### config.mk
export PLATFORM = sky130hd
export DESIGN_NAME = reduce_stream
export DESIGN_NICKNAME = d
export VERILOG_FILES = /design/src/rtl/reduce_stream.sv
export SDC_FILE = /design/constraint.sdc
export NUM_CORES = 1
export LEC_CHECK = 0
export ABC_AREA = 1
export ABC_CLOCK_PERIOD_IN_PS = 1500
export BUFFER_PORTS_ARGS = -buffer_cell sky130_fd_sc_hd__buf_2
export CAP_MARGIN = 20
export CORE_UTILIZATION = 45
export DETAILED_ROUTE_END_ITERATION = 16
export PLACE_DENSITY = 0.77
export SETUP_SLACK_MARGIN = 0.1
export SYNTH_ARGS = -nofsm -noshare
export SYNTH_HDL_FRONTEND = slang
export SYNTH_SLANG_ARGS = --single-unit
### constraint.sdc
create_clock -name clk -period 1.5 [get_ports clk]
set_input_delay 0.3 -clock clk [delete_from_list [all_inputs] [get_ports clk]]
set_output_delay 0.3 -clock clk [all_outputs]
set_load 0.01 [all_outputs]
### src/rtl/reduce_stream.sv
// reduce_stream: folds the operand beats of a packet with AND/OR/XOR into one result word.
// Optional feature: define REDUCE_STREAM_XOR_EN to build XOR for mode 2'b10 (otherwise mode 2'b10 folds as AND).

module reduce_stream #(
  parameter  int WIDTH     = 8,
  parameter  int MAX_BEATS = 8,
  localparam int CW        = $clog2(MAX_BEATS + 1)
) (
  input  logic             clk,
  input  logic             rst_n,
  input  logic             in_valid,
  output logic             in_ready,
  input  logic [WIDTH-1:0] in_data,
  input  logic             in_last,
  input  logic [1:0]       mode,
  output logic             out_valid,
  input  logic             out_ready,
  output logic [WIDTH-1:0] out_data,
  output logic             out_bit,
  output logic [CW-1:0]    out_count,
  output logic             out_trunc
);

  typedef enum logic [1:0] {
    S_IDLE  = 2'd0,
    S_ACC   = 2'd1,
    S_HOLD  = 2'd2,
    S_DRAIN = 2'd3
  } state_t;

  state_t           state_q, state_d;
  logic [WIDTH-1:0] acc_q, acc_d;
  logic [CW-1:0]    count_q, count_d;
  logic [1:0]       mode_q, mode_d;
  logic             trunc_q, trunc_d;
  logic [CW-1:0]    count_inc;

  // Mode 2'b11, and 2'b10 when XOR is not built, fall into the AND arm.
  function automatic logic [WIDTH-1:0] fold(input logic [1:0] m,
                                            input logic [WIDTH-1:0] a,
                                            input logic [WIDTH-1:0] b);
    logic [WIDTH-1:0] r;
    case (m)
      2'b01:   r = a | b;
`ifdef REDUCE_STREAM_XOR_EN
      2'b10:   r = a ^ b;
`endif
      default: r = a & b;
    endcase
    return r;
  endfunction

  function automatic logic reduce_bit(input logic [1:0] m, input logic [WIDTH-1:0] a);
    logic r;
    case (m)
      2'b01:   r = |a;
`ifdef REDUCE_STREAM_XOR_EN
      2'b10:   r = ^a;
`endif
      default: r = &a;
    endcase
    return r;
  endfunction

  assign count_inc = count_q + CW'(1);

  always_comb begin
    // NOTE: every always_comb output gets a default first so no path leaves it unassigned (no latch).
    state_d = state_q;
    acc_d   = acc_q;
    count_d = count_q;
    mode_d  = mode_q;
    trunc_d = trunc_q;

    case (state_q)
      S_IDLE: begin
        if (in_valid) begin
          acc_d   = in_data;
          count_d = CW'(1);
          mode_d  = mode;
          trunc_d = 1'b0;
          state_d = in_last ? S_HOLD : S_ACC;
        end
      end
      S_ACC: begin
        if (in_valid) begin
          acc_d   = fold(mode_q, acc_q, in_data);
          count_d = count_inc;
          if (in_last) begin
            state_d = S_HOLD;
          end else if (count_inc == CW'(MAX_BEATS)) begin
            trunc_d = 1'b1;
            state_d = S_DRAIN;
          end
        end
      end
      S_DRAIN: begin
        // Overflow beats are swallowed; only in_last matters here.
        if (in_valid && in_last) begin
          state_d = S_HOLD;
        end
      end
      S_HOLD: begin
        if (out_ready) begin
          state_d = S_IDLE;
        end
      end
      default: state_d = S_IDLE;
    endcase
  end

  // NOTE: the datapath registers are reset as well, because the result outputs must read zero during reset.
  always_ff @(posedge clk or negedge rst_n) begin
    if (!rst_n) begin
      state_q <= S_IDLE;
      acc_q   <= '0;
      count_q <= '0;
      mode_q  <= 2'b00;
      trunc_q <= 1'b0;
    end else begin
      // NOTE: non-blocking assignments so every register samples the pre-edge values.
      state_q <= state_d;
      acc_q   <= acc_d;
      count_q <= count_d;
      mode_q  <= mode_d;
      trunc_q <= trunc_d;
    end
  end

  assign in_ready  = (state_q != S_HOLD);
  assign out_valid = (state_q == S_HOLD);
  assign out_data  = acc_q;
  assign out_bit   = reduce_bit(mode_q, acc_q);
  assign out_count = count_q;
  assign out_trunc = trunc_q;

endmodule

==> impl_metrics.ini <==
[job]
cap_violations = 0

[setup_path]
crit_chain = inv_2, nor3_2, nand3_1, o21ai_1, buf_2
endpoint = out_bit
rr_endpoint = mode_q[0]
rrSetupSlack_ps = 200
cp.arrival_ps = 1220
r2r_cells = 4
r2r-start = state_q[1]
slowest_delay_ps = 400
slowest_stage = dfrtp_1
crit_type = reg2out
start_kind = flip-flop
critPathRequiredTime_ps = 1200
critPathTopFamily = flip-flops
endpoint_kind = primary output
cp_num_buf_inv = 2
worstSetupStartpoint = out_data[2]
path_depth = 5
path_max_fanout = 4

[yosys]
synth-seq-area-share_pct = 46.7
syn_inst = 117
syn_area_um2 = 911
yosys.area.top_type_share_pct = 46.7
synth_top_cells_by_area = dfrtp_1 (47%), o21ai_0 (11%), inv_1 (7.8%), nand2_1 (7.8%), nor2_1 (4.9%)
ys_types = 20
yosysWarnings = 0
synthesis.nets = 133
synth.avg_cell_area_um2 = 7.79
postSynthRegisterBits = 17
yosysTopAreaCell = dfrtp_1

[timing]
period_needed_ps = 1520
setup_tns_ps = -16.0
skew_ps = 4.98
worstMarginPinSlew_ps = 408
hold_viol = 0
setup_slack_ps = -16.0
grt_setup_unrepaired = yes
max_slew_margin_pct = 72.8
min_period_over_period_pct = 101
fmax_mhz = 660
whs_ps = 223
finalSetupViolations = 1
slew_violations = 0

[clocking]
clk_pin_slew_ps = 100
cts_made_buffers = 3
clock_latency_ps = 290
cts_sinks = 17
cts_tree = done
root_buffer = clkbuf_4
clock_path_buffers = 2
htreeDepth = 1

[grt]
grt_overflow = 0
antenna_found_initial = 0
grt_first_pass_wirelength_um = 3030
grt_usage_pct = 19.8
grt_start_max_net_pins = 18
grt_pass1_vias = 753

[worst_hold_path]
hp-start = mode[1]
hold_class = in2reg

[die]
start_util_pct = 50.6
rows = 15
pin_count = 31
die_h_um = 47.0
fp.dieW_um = 47.0
die_area_mm2 = 0.00221
core_mm2 = 0.00180

[routing]
drt_iter0_drc = 35
num_vias = 947
firstDrtPassIters = 4
vias_per_cell = 5.26
ant_nets = 0
wirelength_um = 2190
post_drt_wl_per_cell_um = 12.2
drc_errors = 0

[finish]
drive_above_1_share_pct = 37.4
multi_input_area_um2 = 417
final_cell_mix = buf_2 (29), nand2_1 (19), o21ai_0 (19), dfrtp_1 (15), nor2_1 (12)
finish.utilization_pct = 65.1
ff_latch_area_um2 = 428
final_common_cell = buf_2
final.fill_count = 172
final_net_count = 172
num_antenna_cells = 0
area_delta_synth_final_pct = 28.8

[status]
outcome = complete, but fails checks
failed_checks = setup timing

[pwr]
leakagePower_nw = 0.619
peakVddDrop_mv = 1.09
power_density_mw_per_mm2 = 1850

[placed_design]
hpwl_um = 1540
io_buffers = 30
gp_congestion = 0.788
worst min-delay path by stage:
| stage | endpoint | cells after the start |
|---|---|---|
| 6_report | mode_q[1] | 3 |
| 3_3_place_gp | out_count[3] | 1 |
| 3_5_place_dp | out_count[2] | 1 |
| 4_1_cts | mode_q[1] | 3 |
| 5_1_grt | mode_q[0] | 2 |
| 2_1_floorplan | mode_q[0] | 0 |
where the power goes:
group | total [mW] | leakage (nW) | internal, mW | switching (mW)
Combinational | 1.10 | 0.391 | 0.436 | 0.661
Sequential | 0.836 | 0.211 | 0.653 | 0.183
Clock | 0.243 | 0.0177 | 0.0989 | 0.144
cell usage after synthesis:
cell type	n
nand2_2	1
ha_1	1
o31ai_1	1
inv_2	2
dfrtp_1	17
nand4_1	4
nor3_1	2
a21oi_1	2
nand2_4	2
a22o_1	1
nand3b_1	1
nand2_1	19
nand3_1	6
mux2_4	1
nor2_2	1
o21ai_1	4
nor2_1	12
inv_1	19
o21ai_0	20
a21oi_2	1
repair_timing:
item	in CTS	in global routing
setup endpoints to repair	3	4
cloned	0	0
pin swaps	3	3
buffers inserted	0	3
gates resized for setup	5	11
hold buffers	1	0
endpoints found under the hold margin	17	0
layout make-up:
class | instances | area share [%]
clock buffer | 3 | 1.92
multi-input combinational | 79 | 35.5
clock inverter | 1 | 0.426
sequential | 17 | 36.5
timing repair buffer | 34 | 16.1
tap | 25 | 2.67
inverter | 21 | 6.93
flip-flops by register name, indices dropped and copies added, names as in the netlist:
| signal | cells |
|---|---|
| out_data | 8 |
| out_trunc | 1 |
| out_count | 4 |
| mode_q | 2 |
| state_q | 2 |
cell families after synthesis:
| logic type | share of synthesized area, % |
|---|---|
| flops | 46.7 |
| buf+inv | 8.65 |
| fa+ha+maj | 1.37 |
| compound gates | 17.0 |
| simple gates | 24.6 |
| mux | 1.65 |
worst min-delay path, delay by kind of cell:
family / cells / cell delay (ps)
AO/OA/AOI/OAI: 1 / 60
AND/OR/NAND/NOR: 1 / 40
buffers and inverters: 1 / 70
metal layers:
metal  track usage (%)  vias up  routed length (um)
met3              3.46        6                 117
met5                 0        -                   0
met1              26.2      443                 961
met4              5.71        0                  26
met2              33.3       39                1090
li1                  -      459                   -
stage by stage:
| step | cell area, um2 | setup WS, ps | power [mW] | std cells |
|---|---|---|---|---|
| after floorplan | 911 | 277 | 1.45 | 117 |
| after global placement | 1090 | 240 | 1.76 | 172 |
| after detailed placement | 1090 | 220 | 1.81 | 172 |
| after CTS | 1140 | -50.1 | 2.08 | 177 |
| after global routing | 1170 | -103 | 2.35 | 180 |
| final | 1170 | -16.0 | 2.18 | 180 |
Note: power is estimated with default switching activity, not from simulation.
